File: src/rtl/spi_master.sv
// SPI master (mode 0, MSB first) for the 6502 bus at $e110..$e113, clocked on the falling edge of phi2.
// Optional interrupt output and CONTROL.IRQE bit are enabled by defining SPI_IRQ_EN.
module spi_master #(
   parameter int SS_COUNT = 2
) (
   input  logic                phi2,
   input  logic                reset_n,
   input  logic                enable,
   input  logic                rwb,
   input  logic [1:0]          address,
   input  logic [7:0]          data_in,
   output logic [7:0]          data_out,
   output logic                sclk,
   output logic                mosi,
   input  logic                miso,
   output logic [SS_COUNT-1:0] ss_n
`ifdef SPI_IRQ_EN
   ,
   output logic                irq_n
`endif
);

   typedef enum logic [1:0] {ST_IDLE, ST_LOW, ST_HIGH} state_t;

   state_t              state_q, state_d;
   logic [7:0]          tx_sr_q, tx_sr_d;
   logic [7:0]          rx_sr_q, rx_sr_d;
   logic [7:0]          data_q, data_d;
   logic [2:0]          bit_cnt_q, bit_cnt_d;
   logic [3:0]          div_cnt_q, div_cnt_d;
   logic [3:0]          div_lat_q, div_lat_d;
   logic [3:0]          div_q, div_d;
   logic                irqe_q, irqe_d;
   logic                sclk_q, sclk_d;
   logic                mosi_q, mosi_d;
   logic                done_q, done_d;
   logic                wcol_q, wcol_d;
   logic [SS_COUNT-1:0] select_q, select_d;

   logic       wr_data, wr_ctrl, wr_sel, rd_data, rd_status;
   logic       busy, start, done_set;
   logic [7:0] sel_rd;

   assign wr_data   = enable & ~rwb & (address == 2'd0);
   assign wr_ctrl   = enable & ~rwb & (address == 2'd2);
   assign wr_sel    = enable & ~rwb & (address == 2'd3);
   assign rd_data   = enable &  rwb & (address == 2'd0);
   assign rd_status = enable &  rwb & (address == 2'd1);
   assign busy      = (state_q != ST_IDLE);

   always_comb begin
      state_d   = state_q;
      tx_sr_d   = tx_sr_q;
      rx_sr_d   = rx_sr_q;
      data_d    = data_q;
      bit_cnt_d = bit_cnt_q;
      div_cnt_d = div_cnt_q;
      div_lat_d = div_lat_q;
      sclk_d    = sclk_q;
      mosi_d    = mosi_q;
      start     = 1'b0;
      done_set  = 1'b0;
      case (state_q)
         ST_IDLE: begin
            if (wr_data) begin
               start     = 1'b1;
               tx_sr_d   = data_in;
               mosi_d    = data_in[7];
               bit_cnt_d = 3'd0;
               div_lat_d = div_q;
               div_cnt_d = div_q;
               state_d   = ST_LOW;
            end
         end
         ST_LOW: begin
            if (div_cnt_q != 4'd0) begin
               div_cnt_d = div_cnt_q - 4'd1;
            end else begin
               sclk_d    = 1'b1;
               rx_sr_d   = {rx_sr_q[6:0], miso};
               div_cnt_d = div_lat_q;
               state_d   = ST_HIGH;
            end
         end
         ST_HIGH: begin
            if (div_cnt_q != 4'd0) begin
               div_cnt_d = div_cnt_q - 4'd1;
            end else begin
               sclk_d    = 1'b0;
               div_cnt_d = div_lat_q;
               if (bit_cnt_q == 3'd7) begin
                  data_d   = rx_sr_q;
                  done_set = 1'b1;
                  state_d  = ST_IDLE;
               end else begin
                  bit_cnt_d = bit_cnt_q + 3'd1;
                  tx_sr_d   = {tx_sr_q[6:0], 1'b0};
                  mosi_d    = tx_sr_q[6];
                  state_d   = ST_LOW;
               end
            end
         end
         default: state_d = ST_IDLE;
      endcase
   end

   // Completion beats a same-edge DATA read; a write during any busy edge flags a collision.
   always_comb begin
      done_d = done_q;
      if (done_set)
         done_d = 1'b1;
      else if (rd_data || start)
         done_d = 1'b0;

      wcol_d = wcol_q;
      if (wr_data && busy)
         wcol_d = 1'b1;
      else if (rd_status)
         wcol_d = 1'b0;

      div_d    = div_q;
      irqe_d   = irqe_q;
      select_d = select_q;
      if (wr_ctrl) begin
         div_d = data_in[3:0];
`ifdef SPI_IRQ_EN
         irqe_d = data_in[7];
`else
         irqe_d = 1'b0;
`endif
      end
      if (wr_sel)
         select_d = data_in[SS_COUNT-1:0];
   end

   always_ff @(negedge phi2 or negedge reset_n) begin
      if (!reset_n) begin
         state_q   <= ST_IDLE;
         tx_sr_q   <= 8'h00;
         rx_sr_q   <= 8'h00;
         data_q    <= 8'h00;
         bit_cnt_q <= 3'd0;
         div_cnt_q <= 4'd0;
         div_lat_q <= 4'd0;
         div_q     <= 4'hF;
         irqe_q    <= 1'b0;
         sclk_q    <= 1'b0;
         mosi_q    <= 1'b0;
         done_q    <= 1'b0;
         wcol_q    <= 1'b0;
         select_q  <= '0;
      end else begin
         state_q   <= state_d;
         tx_sr_q   <= tx_sr_d;
         rx_sr_q   <= rx_sr_d;
         data_q    <= data_d;
         bit_cnt_q <= bit_cnt_d;
         div_cnt_q <= div_cnt_d;
         div_lat_q <= div_lat_d;
         div_q     <= div_d;
         irqe_q    <= irqe_d;
         sclk_q    <= sclk_d;
         mosi_q    <= mosi_d;
         done_q    <= done_d;
         wcol_q    <= wcol_d;
         select_q  <= select_d;
      end
   end

   always_comb begin
      sel_rd = 8'h00;
      sel_rd[SS_COUNT-1:0] = select_q;
   end

   always_comb begin
      data_out = 8'h00;
      if (enable && rwb) begin
         case (address)
            2'd0:    data_out = data_q;
            2'd1:    data_out = {busy, done_q, wcol_q, 5'b00000};
            2'd2:    data_out = {irqe_q, 3'b000, div_q};
            default: data_out = sel_rd;
         endcase
      end
   end

   assign sclk = sclk_q;
   assign mosi = mosi_q;

   for (genvar gi = 0; gi < SS_COUNT; gi++) begin : g_ss
      assign ss_n[gi] = ~select_q[gi];
   end

`ifdef SPI_IRQ_EN
   assign irq_n = ~(irqe_q & done_q);
`endif

endmodule

File: config.mk
export PLATFORM = sky130hd
export DESIGN_NAME = spi_master
export DESIGN_NICKNAME = d
export VERILOG_FILES = /design/src/rtl/spi_master.sv
export SDC_FILE = /design/constraint.sdc
export NUM_CORES = 1
export LEC_CHECK = 0
export ABC_AREA = 1
export ABC_CLOCK_PERIOD_IN_PS = 2120
export BUFFER_PORTS_ARGS = -buffer_cell sky130_fd_sc_hd__buf_2
export CAP_MARGIN = 0
export CELL_PAD_IN_SITES_DETAIL_PLACEMENT = 1
export CELL_PAD_IN_SITES_GLOBAL_PLACEMENT = 1
export CORE_AREA = 8 8 87 89
export CTS_CLUSTER_SIZE = 24
export DETAILED_ROUTE_END_ITERATION = 12
export DIE_AREA = 0 0 95 97
export GPL_ROUTABILITY_DRIVEN = 0
export PLACE_DENSITY = 0.78
export SLEW_MARGIN = 30
export SYNTH_ARGS = -nofsm -noshare
export SYNTH_HDL_FRONTEND = slang
export SYNTH_SLANG_ARGS = --single-unit
File: constraint.sdc
create_clock -name phi2 -period 2.12 [get_ports phi2]
set_input_delay 0.106 -clock phi2 [delete_from_list [all_inputs] [get_ports phi2]]
set_output_delay 0.106 -clock phi2 [all_outputs]
set_load 0.02 [all_outputs]
; ---- After elaboration in Yosys (flattened, before gate mapping)
; Index checks and enable logic that the tools add are counted.
[totals]
regBits = 46
input_bits = 15
out_inout_bits = 12
elab_cells = 90
[op_classes]
add_sub_neg = 2
eq_ne = 10
muxes = 34
bitwise = 11
n_reduce_logical = 20
[op_table]
columns = cell, count
row1 = 8-bit one-hot mux with 3 select lines, 1
row2 = 7-bit 2-to-1 mux, 3
row3 = 1-bit 2-to-1 mux, 15
row4 = 7-bit one-hot mux with 2 select lines, 1
row5 = 2-bit nonzero test, 6
row6 = 3-bit 2-to-1 mux, 3
row7 = 3-bit AND reduction, 3
row8 = 4-bit 2-to-1 mux, 2
row9 = 8-bit 2-to-1 mux, 1
row10 = "2-bit != test, second input constant", 4
row11 = 4-bit one-hot mux with 2 select lines, 1
row12 = 1-bit bitwise AND, 7
row13 = "2-bit == test, second input constant", 3
row14 = 2-bit 2-to-1 mux, 3
row15 = 2-bit one-hot mux with 3 select lines, 1
row16 = 3-bit one-hot mux with 2 select lines, 1
row17 = 2-bit AND reduction, 3
row18 = "2-bit by 1-bit == test with 1-bit output, second input constant", 2
row19 = 2-bit logical NOT, 2
row20 = 1-bit inverter, 4
row21 = 1-bit one-hot mux with 2 select lines, 2
row22 = 4-bit AND reduction, 1
row23 = 4-bit nonzero test, 1
row24 = "4-bit by 1-bit subtractor with 4-bit output, second input constant", 1
row25 = 5 further kinds, 6

; ---- Longest topological paths before layout
[depth]
ltp_word = 8
ltp_mapped = 10
depth_no_buf = 9

==> flow_summary.ini <==
[status]
status = finished, violations left
violations = negative setup slack

[synthesis]
netlist.top_cell.by_area = dfrtn_1
synth_cells = 279
syn_nets = 301
ys_seq_area_frac = 0.483
synth_edf_count = 0
avgSynthCellArea_um2 = 8.57
synthDistinctLibCells = 24
synthFlopType = dfrtn_1
synth_top_area_frac = 0.439
syn-cell-area_um2 = 2390
synth_commonest_cells = nand2_1 (85), dfrtn_1 (42), inv_1 (37), o21ai_0 (31)
yosysMostFrequentCell = nand2_1
synth_area_leaders = dfrtn_1 (44%), nand2_1 (13%), o21ai_0 (6.5%)
ys_ff_latch = 46
async_reset_ff_frac = 1.00
ys_warn_count = 0

[job]
drv_cap = 0

[global_route]
grt_max_degree = 47
antenna_found_initial = 0
grt_use_total = 0.144
top_usage_layer = met2
grt_use_met1 = 0.182
grt_overflow_total = 0
grt_use_met2 = 0.243
grt_util_met3 = 0.0247
grt_pass1_vias = 2222
grt_pass1_wl_mm = 10.8

[setup_path]
ff2ff_setup_slack_ns = 0.36
worst-path-buf-inv = 1
crit_arrival_ns = 2.38
max_stage_delay_ns = 0.54
rr_endpoint = bit_cnt_q[1]
cp.required_ns = 2.01
slowest_stage = dfstp_2
critPathMaxFanout = 2
r2r_cells = 7
worstPathCellList = o22ai_2, nor3_2, buf_4
critPathTopFamily = flip-flops
start_kind = flop
r2r-start = state_q[0]
worstSetupPathType = flop to output pin
end_kind = output pin

[clocking]
cts.hold.buffers_added = 0
h-tree-depth = 2
clkTransAtPathRegs_ns = 0.06
insertion_delay_ns = 0.37
cts_root_buffer = clkbuf_8
clockBufferDepth = 2
cts_tree = built
cts_buffers = 5
clkSinkCount = 46

[timing]
relSlewSlack = 0.762
worstMarginPinSlew_ns = 0.356
worst_slack_ns = -0.368
setup_viol = 10
fin_skew_ns = 0.0708
finalHoldViolCount = 0
rsz0062_at_grt = yes
finalMaxSlewViolations = 0
finalSetupTns_ns = -1.92

[drt]
ant_nets = 0
dr_total_vias = 2059
wl_per_cell_um = 15.2
via_per_inst = 4.93
first_pass_iters = 4
drtIter0Drc = 112
wirelength_mm = 6.35
post-route-drc-count = 0

[pwr]
leakagePower_nw = 1.53
total_power_mw = 3.75
powerDensity_nw_per_um2 = 1240
peakVddDrop_v = 0.000710

[finish]
n_antenna_cell = 0
instances_no_fill = 418
stdcell_area_um2 = 3030
syn_to_final_growth_pct = 26.5
layout-drive-gt1-share = 0.314
utilization = 0.488
final_net_count = 362

[die]
io-pin-count = 27
dieArea_um2 = 9220
initial_utilization = 0.386
num_rows = 29
chipWidth_um = 95
coreArea_um2 = 6200
die_h_um = 97

[hold_path]
hp-class = flop to flop
hp-start = tx_sr_q[0]
whs_path_depth = 2
holdPathEnd = tx_sr_q[0]

[placement]
portBuffers = 26
placed_cell_area_um2 = 2760
hpwl_mm = 4.41
dp_cells = 399
==> cell type report <==
type	count	area, um2
well taps	77	96.3
flip-flops and latches	46	1160
fillers	753	3180
clock inverters	5	21.3
clock buffers	7	97.6
multi-input cells	189	1090
inverters	36	135
repair buffers	58	428
==> sequential cells by signal (all words and copies together) (netlist names), 2 cells and up <==
name	cells
data_q	8
rx_sr_q	8
tx_sr_q	7
div_cnt_q	4
div_lat_q	4
div_q	4
bit_cnt_q	3
select_q	2
state_q	2
==> worst reg2reg max path, cell delays in order (launching register included) <==
cell and delay [ns]:
dfrtn_1 0.43, inv_2 0.06, buf_4 0.13, ha_1 0.26, o21ai_1 0.25, nand3_4 0.25, nand2_1 0.17, o21ai_2 0.07
==> worst max path at each step <==
stage | start | endpoint | slack (ns) | cells past startpoint
2_1_floorplan | state_q[0] | data_out[7] | -0.09 | 3
3_5_place_dp | enable | tx_sr_q[1] | -0.08 | 8
6_report | div_q[0] | data_out[0] | -0.37 | 3
5_1_grt | div_q[0] | data_out[0] | -0.41 | 3
4_1_cts | div_q[1] | data_out[1] | -0.35 | 3
3_3_place_gp | state_q[0] | data_out[7] | -0.02 | 4
==> where the power goes <==
part / internal, mW / switching [mW] / leakage (nW)
sequential: 1.19 / 0.186 / 0.585
clock: 0.316 / 0.341 / 0.0752
combinational: 0.692 / 1.03 / 0.871
total: 2.20 / 1.55 / 1.53
==> layout by cell type, fill, tap and decap left out, types with 2 or more instances in the layout <==
| cell type | instances |
|---|---|
| a21oi_1 | 6 |
| a21oi_2 | 2 |
| buf_2 | 17 |
| buf_4 | 34 |
| buf_6 | 6 |
| clkbuf_8 | 5 |
| dfrtn_1 | 42 |
| dfstp_2 | 4 |
| ha_1 | 6 |
| inv_1 | 36 |
| inv_2 | 4 |
| mux2i_1 | 6 |
| nand2_1 | 84 |
| nand2_2 | 3 |
| nand2_4 | 3 |
| nand3_1 | 11 |
| nor2_1 | 11 |
| nor2_4 | 4 |
| nor3_2 | 2 |
| o21ai_0 | 28 |
| o21ai_2 | 14 |
| o22ai_2 | 2 |
==> metal layers <==
metal,vias up,part of all wire
met5,-,0
met4,0,0.016
met3,8,0.019
met2,21,0.53
met1,1023,0.43
li1,1007,-
==> kinds of logic after synthesis <==
family / count (synthesis) / synth area share
AOI/OAI and AO/OA: 54 / 0.132
adders and majority gates: 7 / 0.0366
buffers and inverters: 44 / 0.0842
DFF: 46 / 0.483
muxes: 6 / 0.0251
and+or+nand+nor: 122 / 0.239
==> through the flow <==
step / setup slack [ns] / hold WS (ns)
2_1_floorplan: -0.0858 / 0.385
3_3_place_gp: -0.0241 / 0.422
3_5_place_dp: -0.0781 / 0.433
4_1_cts: -0.346 / 0.431
5_1_grt: -0.412 / 0.450
6_report: -0.368 / 0.425
==> timing repair <==
item / in CTS / in global routing
gates resized for setup: 21 / 7
pin swaps: 7 / 1
buffers inserted: 5 / 4
setup endpoints to repair: 10 / 10
No activity file was read; power rests on OpenSTA's default activity.
